===== src/rtl/alu_mc.sv =====
// Multi-cycle ALU: single-cycle logic/arith ops with one-cycle latency, optional shift-add MUL.
// Define ALU_MC_MUL_EN to build the MUL datapath and MUL_RUN state; otherwise opcode 10 is illegal.
module alu_mc #(
  parameter int WIDTH = 8
) (
  input  logic             clk,
  input  logic             rst,
  input  logic             in_valid,
  output logic             in_ready,
  input  logic [3:0]       alu_instruction_code,
  input  logic [WIDTH-1:0] acu,
  input  logic [WIDTH-1:0] reg_file,
  output logic             out_valid,
  output logic [WIDTH-1:0] data,
  output logic [WIDTH-1:0] data_hi,
  output logic             flag_z,
  output logic             flag_cy,
  output logic             flag_ov,
  output logic             flag_p,
  output logic             flag_s,
  output logic             flag_err
);
  localparam int MSB = WIDTH - 1;
  localparam logic [3:0] OP_NOT = 4'd0, OP_XOR = 4'd1, OP_OR  = 4'd2, OP_AND = 4'd3,
                         OP_SUB = 4'd4, OP_ADD = 4'd5, OP_RR  = 4'd6, OP_RL  = 4'd7,
                         OP_DEC = 4'd8, OP_INC = 4'd9, OP_MUL = 4'd10;
  localparam logic [WIDTH:0] ONE = {{WIDTH{1'b0}}, 1'b1};

`ifdef ALU_MC_MUL_EN
  typedef enum logic {IDLE, MUL_RUN} state_t;
`else
  typedef enum logic {IDLE} state_t;
`endif

  state_t state, state_nxt;
  logic acc, is_mul, mul_done;
  logic pend;
  logic [3:0] op_q;
  logic [WIDTH-1:0] a_q, b_q;

  assign in_ready = (state == IDLE);
  assign acc      = in_valid & in_ready;
`ifdef ALU_MC_MUL_EN
  assign is_mul   = (alu_instruction_code == OP_MUL);
`else
  assign is_mul   = 1'b0;
`endif

  // Capture stage: single-cycle ops are evaluated one edge after acceptance
  always_ff @(posedge clk or posedge rst) begin
    if (rst) begin
      pend <= 1'b0;
      op_q <= '0;
      a_q  <= '0;
      b_q  <= '0;
    end else begin
      pend <= acc & ~is_mul;
      if (acc) begin
        op_q <= alu_instruction_code;
        a_q  <= acu;
        b_q  <= reg_file;
      end
    end
  end

  logic [WIDTH-1:0] r;
  logic [WIDTH:0]   sum;
  logic             cy, ov, illegal;

  always_comb begin
    r       = '0;
    sum     = '0;
    cy      = 1'b0;
    ov      = 1'b0;
    illegal = 1'b0;
    case (op_q)
      OP_NOT: r = ~a_q;
      OP_XOR: r = a_q ^ b_q;
      OP_OR:  r = a_q | b_q;
      OP_AND: r = a_q & b_q;
      OP_SUB: begin
        sum = {1'b0, a_q} - {1'b0, b_q};
        r   = sum[MSB:0];
        cy  = sum[WIDTH];
        ov  = (a_q[MSB] ^ b_q[MSB]) & (r[MSB] ^ a_q[MSB]);
      end
      OP_ADD: begin
        sum = {1'b0, a_q} + {1'b0, b_q};
        r   = sum[MSB:0];
        cy  = sum[WIDTH];
        ov  = ~(a_q[MSB] ^ b_q[MSB]) & (r[MSB] ^ a_q[MSB]);
      end
      OP_RR: begin
        r  = a_q >> 1;
        cy = a_q[0];
      end
      OP_RL: begin
        r  = a_q << 1;
        cy = a_q[MSB];
      end
      OP_DEC: begin
        sum = {1'b0, a_q} - ONE;
        r   = sum[MSB:0];
        cy  = sum[WIDTH];
        ov  = a_q[MSB] & ~r[MSB];
      end
      OP_INC: begin
        sum = {1'b0, a_q} + ONE;
        r   = sum[MSB:0];
        cy  = sum[WIDTH];
        ov  = ~a_q[MSB] & r[MSB];
      end
      default: illegal = 1'b1;
    endcase
  end

`ifdef ALU_MC_MUL_EN
  localparam int CW = (WIDTH > 1) ? $clog2(WIDTH) : 1;
  localparam logic [CW-1:0] LAST = CW'(WIDTH - 1);
  logic [WIDTH-1:0] m_a, m_hi, m_lo;
  logic [WIDTH:0]   m_sum;
  logic [CW-1:0]    cnt;
  logic             mul_last;

  assign m_sum    = {1'b0, m_hi} + (m_lo[0] ? {1'b0, m_a} : '0);
  assign mul_last = (state == MUL_RUN) && (cnt == LAST);

  always_comb begin
    state_nxt = state;
    case (state)
      IDLE:    if (acc && is_mul) state_nxt = MUL_RUN;
      MUL_RUN: if (cnt == LAST) state_nxt = IDLE;
      default: state_nxt = IDLE;
    endcase
  end

  // Right-shifting shift-add: {m_hi,m_lo} ends up holding the full product
  always_ff @(posedge clk or posedge rst) begin
    if (rst) begin
      m_a      <= '0;
      m_hi     <= '0;
      m_lo     <= '0;
      cnt      <= '0;
      mul_done <= 1'b0;
    end else begin
      mul_done <= mul_last;
      if (acc && is_mul) begin
        m_a  <= acu;
        m_hi <= '0;
        m_lo <= reg_file;
        cnt  <= '0;
      end else if (state == MUL_RUN) begin
        {m_hi, m_lo} <= {m_sum, m_lo[MSB:1]};
        cnt          <= cnt + 1'b1;
      end
    end
  end
`else
  always_comb begin
    state_nxt = IDLE;
  end
  assign mul_done = 1'b0;
  assign data_hi  = '0;
`endif

  always_ff @(posedge clk or posedge rst) begin
    if (rst) state <= IDLE;
    else     state <= state_nxt;
  end

  always_ff @(posedge clk or posedge rst) begin
    if (rst) begin
      out_valid <= 1'b0;
      data      <= '0;
`ifdef ALU_MC_MUL_EN
      data_hi   <= '0;
`endif
      flag_z    <= 1'b0;
      flag_cy   <= 1'b0;
      flag_ov   <= 1'b0;
      flag_p    <= 1'b0;
      flag_s    <= 1'b0;
      flag_err  <= 1'b0;
    end else begin
      out_valid <= pend | mul_done;
`ifdef ALU_MC_MUL_EN
      if (mul_done) begin
        data     <= m_lo;
        data_hi  <= m_hi;
        flag_cy  <= |m_hi;
        flag_ov  <= |m_hi;
        flag_z   <= ~|m_lo;
        flag_p   <= ~^m_lo;
        flag_s   <= m_lo[MSB];
        flag_err <= 1'b0;
      end else
`endif
      if (pend) begin
        if (illegal) begin
          flag_err <= 1'b1;
        end else begin
          data     <= r;
`ifdef ALU_MC_MUL_EN
          data_hi  <= '0;
`endif
          flag_cy  <= cy;
          flag_ov  <= ov;
          flag_z   <= ~|r;
          flag_p   <= ~^r;
          flag_s   <= r[MSB];
          flag_err <= 1'b0;
        end
      end
    end
  end
endmodule


===== config.mk =====
export PLATFORM = sky130hd
export DESIGN_NAME = alu_mc
export DESIGN_NICKNAME = d
export VERILOG_FILES = /design/src/rtl/alu_mc.sv
export SDC_FILE = /design/constraint.sdc
export NUM_CORES = 1
export LEC_CHECK = 0
export CAP_MARGIN = 10
export CORE_MARGIN = 3
export CORE_UTILIZATION = 30
export DETAILED_ROUTE_END_ITERATION = 12
export GPL_TIMING_DRIVEN = 0
export PLACE_DENSITY_LB_ADDON = 0.08
export SLEW_MARGIN = 20
export SYNTH_ARGS = -nofsm -noshare
export SYNTH_HDL_FRONTEND = slang
export SYNTH_SLANG_ARGS = --single-unit

===== constraint.sdc =====
create_clock -name clk -period 3.05 [get_ports clk]
set_input_delay 0.61 -clock clk [delete_from_list [all_inputs] [get_ports clk]]
set_output_delay 0.61 -clock clk [all_outputs]
set_load 0.05 [all_outputs]

After elaboration in Yosys (flattened, before gate mapping)
Index checks and enable logic that the tools add are counted.
Word-level totals
  bits of input ports: 23
  flip-flop bits (word level): 36
Cells by class
  $add $sub $neg: 4
  reduce and logical (&&, ||, !) cells: 6
  bitwise operators: 14
  equal/unequal tests: 9
  multiplexer cells: 4
Operator list (count)
  $pmux W8 S10: 1
  $eq A4 B3 Y1 const B: 4
  $reduce_or A10 Y1: 1
  $add A8 B1 Y9 const B: 1
  $add A8 B8 Y9: 1
  $sub A8 B1 Y9 const B: 1
  $sub A8 B8 Y9: 1
  $and A8 B8 Y8: 1
  $eq A4 B2 Y1 const B: 2
  $eq A4 B4 Y1 const B: 2
  $not A8 Y8: 1
  $or A8 B8 Y8: 1
  $reduce_or A8 Y1: 1
  $reduce_xnor A8 Y1: 1
  $xor A8 B8 Y8: 1
  $pmux W1 S6: 1
  $and A1 B1 Y1: 4
  $eq A4 B1 Y1 const B: 1
  $logic_not A4 Y1: 1
  $pmux W1 S4: 1
  $not A1 Y1: 3
  $xor A1 B1 Y1: 3
  $reduce_and A2 Y1: 1
  $logic_not A1 Y1: 1
  $mux W1: 1

Logic depth before layout (Yosys ltp)
  depth in word-level cells: 4
  mapped depth: 14

Worst setup path before layout
No wires, ideal clock.
  path kind: register to register
  start: register a_q[1]
  end: register flag_p
  data required time: 2922 ps
  slack: -27 ps
  cell stages (with the launch flop): 13
  path buffers: 1
  arrival time: 2949 ps
  cell sequence: dfrtp_1 > clkbuf_1 > inv_1 > ha_1 > a211oi_2 > o21ai_1 > a2111o_1 > a221oi_2 > o21ba_1 > ha_1 > xor2_1 > xnor2_1 > o21ai_0
On the way
  longest elaborated chain between the ends: 3
RTL lines
  from (decl): line 39  | logic [WIDTH-1:0] a_q, b_q;
  from (signal assigned): line 60  | a_q <= acu;
  $add A8 B1 Y9 (tied with other cells): line 108  | sum = {1'b0, a_q} + ONE;
  $pmux W8 S10 (*): line 76  | case (op_q)
  $reduce_xnor A8 Y1 (*): line 209  | flag_p <= ~^r;
  to (signal assigned): line 209
  to (decl): line 19  | output logic flag_p,
Mark *: on every way between the ends. The rest lies on a longest branch, timed or not.
A chain may end at the register's enable or synchronous reset.

Final worst setup path
  start: register a_q[2]
  end: register flag_p
The elaborated chain is that of the path after synthesis.

==> impl_metrics.tcl <==
set metrics [dict create \
    placeableCoreArea_sq_mm 0.0109 \
    number_of_antenna_violations_at_the_first_check_in_global_routing 0 \
    synth_top_family_by_area "compound AO/OA/AOI/OAI gates" \
    cts_tree "built" \
    reg2reg_from "a_q[2]" \
    number_of_buffers_added_by_the_clock_tree_synthesis_step 5 \
    cts_root_buf "sky130_fd_sc_hd__clkbuf_16" \
    synth-seq-area-share 0.258 \
    gp_congestion 0.915 \
    totalWireLength_mm 11.2 \
    synthAdderAreaFrac 0.131 \
    postSynth.topFlopCell "sky130_fd_sc_hd__dfrtp_1" \
    final-setup-viol-count 1 \
    post_syn_instances 407 \
    required_time_worst_endpoint_ns 3.21 \
    worst_slew_margin_rel 0.463 \
    cp.buffers_inverters 0 \
    post_synth_and_or_nand_nor_area_fraction 0.178 \
    post_synth.cell_area_avg_sq_um 8.35 \
    non_filler_cells_in_the_finished_layout 621 \
    synth_top_cell_area_share 0.258 \
    grt_start_max_net_pins 20 \
    core.rowCount 38 \
    post-place-ws_ns -0.544 \
    cts.clk_slew.worst_paths_ns 0.05 \
    antennaDiodeCount 0 \
    area.growth.synth_to_final_pct 31.2 \
    placed_cells_incl_taps 592 \
    final_routed_drc_violation_total 0 \
    holdWs_ns 0.478 \
    hold_buffers_post_cts 0 \
    synth_compound_area_frac 0.243 \
    fin_nets 540 \
    cp-endpoint "flag_p" \
    total_number_of_vias 3255 \
    failed_checks "negative setup slack" \
    timing.final.crit_period_ns 3.06 \
    placed_area_sq_mm 0.00400 \
    design_power_total_mw 2.28 \
    grt_pass1_vias 3136 \
    grt_util_met2 0.282 \
    critPathMaxStageDelay_ns 0.56 \
    gr-usage-all-layers 0.178 \
    place.detailed.hpwl_mm 8.68 \
    postLayoutCellArea_sq_mm 0.00446 \
    critical_path_depth 10 \
    maxCapViolations 0 \
    crit_path_cell_trace "or4_4 -> nor4_4 -> ha_1 -> mux4_2 -> o2bb2ai_2 -> o21ba_4 -> ha_1 -> xor2_2 -> xnor2_1 -> o21ai_0" \
    cp-end-kind "flop" \
    r2r_setup_slack_ns -0.006 \
    drtAntennaViolNets 0 \
    cpLargestDelayFamily "simple AND/OR/NAND/NOR gates" \
    fmax_mhz 327 \
    grt_util_met3 0.0248 \
    post-synth-top-count-cell "sky130_fd_sc_hd__nand2_1" \
    post_synth_instance_area_sq_mm 0.00340 \
    timing_worst_setup_path_type "flop to flop" \
    report.final.hold_viol_count 0 \
    die-area_sq_mm 0.0126 \
    power_density_mw_per_mm2 512 \
    post_synth_main_area_contributors "sky130_fd_sc_hd__dfrtp_1 (26%), sky130_fd_sc_hd__ha_1 (13%), sky130_fd_sc_hd__o21ai_0 (5.6%)" \
    ctsLongestPathBuffers 2 \
    die-height_microns 112 \
    yosys_warnings 0 \
    pin_count 47 \
    routed_via_density 5.24 \
    worst_setup_path_startpoint "a_q[2]" \
    timing.clock.skew_ns 0.00360 \
    cp.arrival_ns 3.21 \
    netlist_top_cells_count "sky130_fd_sc_hd__nand2_1 (39), sky130_fd_sc_hd__o21ai_0 (38), sky130_fd_sc_hd__dfrtp_1 (35)" \
    grt_setup_unrepaired "true" \
    critPathSlowestCell "sky130_fd_sc_hd__or4_4" \
    clock_sinks 35 \
    dr_wl_cell_microns 18.1 \
    fin_setup_tns_ns -0.00572 \
    reg2regPathDepth 10 \
    grt_use_met1 0.257 \
    crit_fanout 4 \
    initial_core_util 0.311 \
    floorplan.die.width_microns 112 \
    rr_endpoint "flag_p" \
    globalRoute.busiestLayer "met2" \
    share_of_cells_above_drive_strength_1 0.204 \
    vdd.ir_drop.worst_uv 362 \
    worst-slew-pin-transition_ns 0.805 \
    postLayoutCoreUtil 0.407 \
    setup_ws_ns -0.00572 \
    yosys_register_bits 35 \
    power_leakage_nw 1.91 \
    timing.critical_path.from_type "flop" \
    synth.distinct_cells 73 \
    critical_path.most_common_cell "sky130_fd_sc_hd__ha_1" \
    synth_top_area_cell "sky130_fd_sc_hd__dfrtp_1" \
    overflow 0 \
    synth-edff-count 0 \
    total_count_of_max_transition_violations_in_the_final_report 0 \
    io_buffers 37 \
    period_share 1.00 \
    synth.area.mux_share 0.0564 \
    clk_latency_ns 0.28 \
    run_status "finished, violations left" \
    drt_first_iter_violations 253 \
    synth_xor_xnor_area_share 0.0309 \
    cts-htree-levels 2 \
    worst_hold_path_type "flop to flop" \
    wire_length_of_the_first_global_routing_pass_mm 17.8 \
    detail_route.first_pass.iterations 5 \
    asyncSetResetFlopFracSynth 1.00 \
]
[registers in the layout, indices dropped and copies added, names as in the netlist]
| name | count |
|---|---|
| a_q | 8 |
| b_q | 8 |
| data | 8 |
| flag_cy | 1 |
| flag_err | 1 |
| flag_ov | 1 |
| flag_p | 1 |
| flag_z | 1 |
| op_q | 4 |
| out_valid | 1 |
| pend | 1 |
[logic make-up after synthesis]
| group | count (synthesis) |
|---|---|
| and+or+nand+nor | 122 |
| AOI/OAI and AO/OA | 121 |
| buffers and inverters | 65 |
| adders and majority gates | 35 |
| DFF | 35 |
| muxes | 15 |
| xor gates and xnor gates | 12 |
| other | 2 |
[worst min-delay path: stages, from the launching register on]
cell,delay [ns]
sky130_fd_sc_hd__dfrtp_1,0.33
sky130_fd_sc_hd__nand2_1,0.05
sky130_fd_sc_hd__o21ai_0,0.06
[metal layers]
layer  vias to the layer above  wire [microns]
li1                       1592               -
met1                      1547            5430
met2                       105            5100
met3                        11             536
met4                         0             150
met5                         -               0
[how the worst min path moves through the flow]
| stage | slack, ns | from | cells past startpoint | end |
|---|---|---|---|---|
| global route | 0.50 | data[1] | 2 | data[1] |
| global placement | 0.46 | flag_z | 2 | flag_z |
| floorplan | 0.41 | pend | 0 | out_valid |
| detailed placement | 0.47 | data[2] | 2 | data[2] |
| finish | 0.48 | data[0] | 2 | data[0] |
| CTS | 0.48 | data[2] | 2 | data[2] |
[power by group]
group	total [mW]	internal (mW)	switching (mW)	leakage, nW
combinational	1.21	0.501	0.710	1.43
clock	0.483	0.294	0.189	0.0628
sequential	0.587	0.534	0.0528	0.422
[cell usage in the layout, fill, tap and decap left out, types with 4 or more instances in the layout]
| cell | n |
|---|---|
| sky130_fd_sc_hd__mux2i_1 | 9 |
| sky130_fd_sc_hd__clkbuf_1 | 8 |
| sky130_fd_sc_hd__clkdlybuf4s50_1 | 37 |
| sky130_fd_sc_hd__clkbuf_16 | 5 |
| sky130_fd_sc_hd__o21ai_0 | 37 |
| sky130_fd_sc_hd__and3_1 | 4 |
| sky130_fd_sc_hd__a211oi_1 | 8 |
| sky130_fd_sc_hd__clkbuf_8 | 5 |
| sky130_fd_sc_hd__nor2_1 | 25 |
| sky130_fd_sc_hd__a21oi_1 | 18 |
| sky130_fd_sc_hd__conb_1 | 9 |
| sky130_fd_sc_hd__dfrtp_1 | 30 |
| sky130_fd_sc_hd__ha_1 | 32 |
| sky130_fd_sc_hd__nand2b_1 | 6 |
| sky130_fd_sc_hd__buf_2 | 6 |
| sky130_fd_sc_hd__xnor2_1 | 8 |
| sky130_fd_sc_hd__inv_1 | 25 |
| sky130_fd_sc_hd__dfrtp_2 | 5 |
| sky130_fd_sc_hd__nor2b_1 | 5 |
| sky130_fd_sc_hd__a31oi_1 | 8 |
| sky130_fd_sc_hd__buf_4 | 34 |
| sky130_fd_sc_hd__nand3_1 | 7 |
| sky130_fd_sc_hd__nand2_1 | 39 |
| sky130_fd_sc_hd__o211ai_1 | 6 |
| sky130_fd_sc_hd__nor3_1 | 11 |
[final cells by class]
type,instances,area [sq um]
clock buffer,6,129
buffer,34,250
timing repair buffer,61,571
inverter,31,124
multi-input combinational,314,2320
sequential,35,882
fill,1135,6480
tap,140,175
[repair_timing]
action,CTS,global route
setup endpoints to repair,2,2
buffers inserted,22,1
gates resized for setup,28,7
pin swaps,9,9
cloned,0,0
Note: power is estimated with default switching activity, not from simulation.
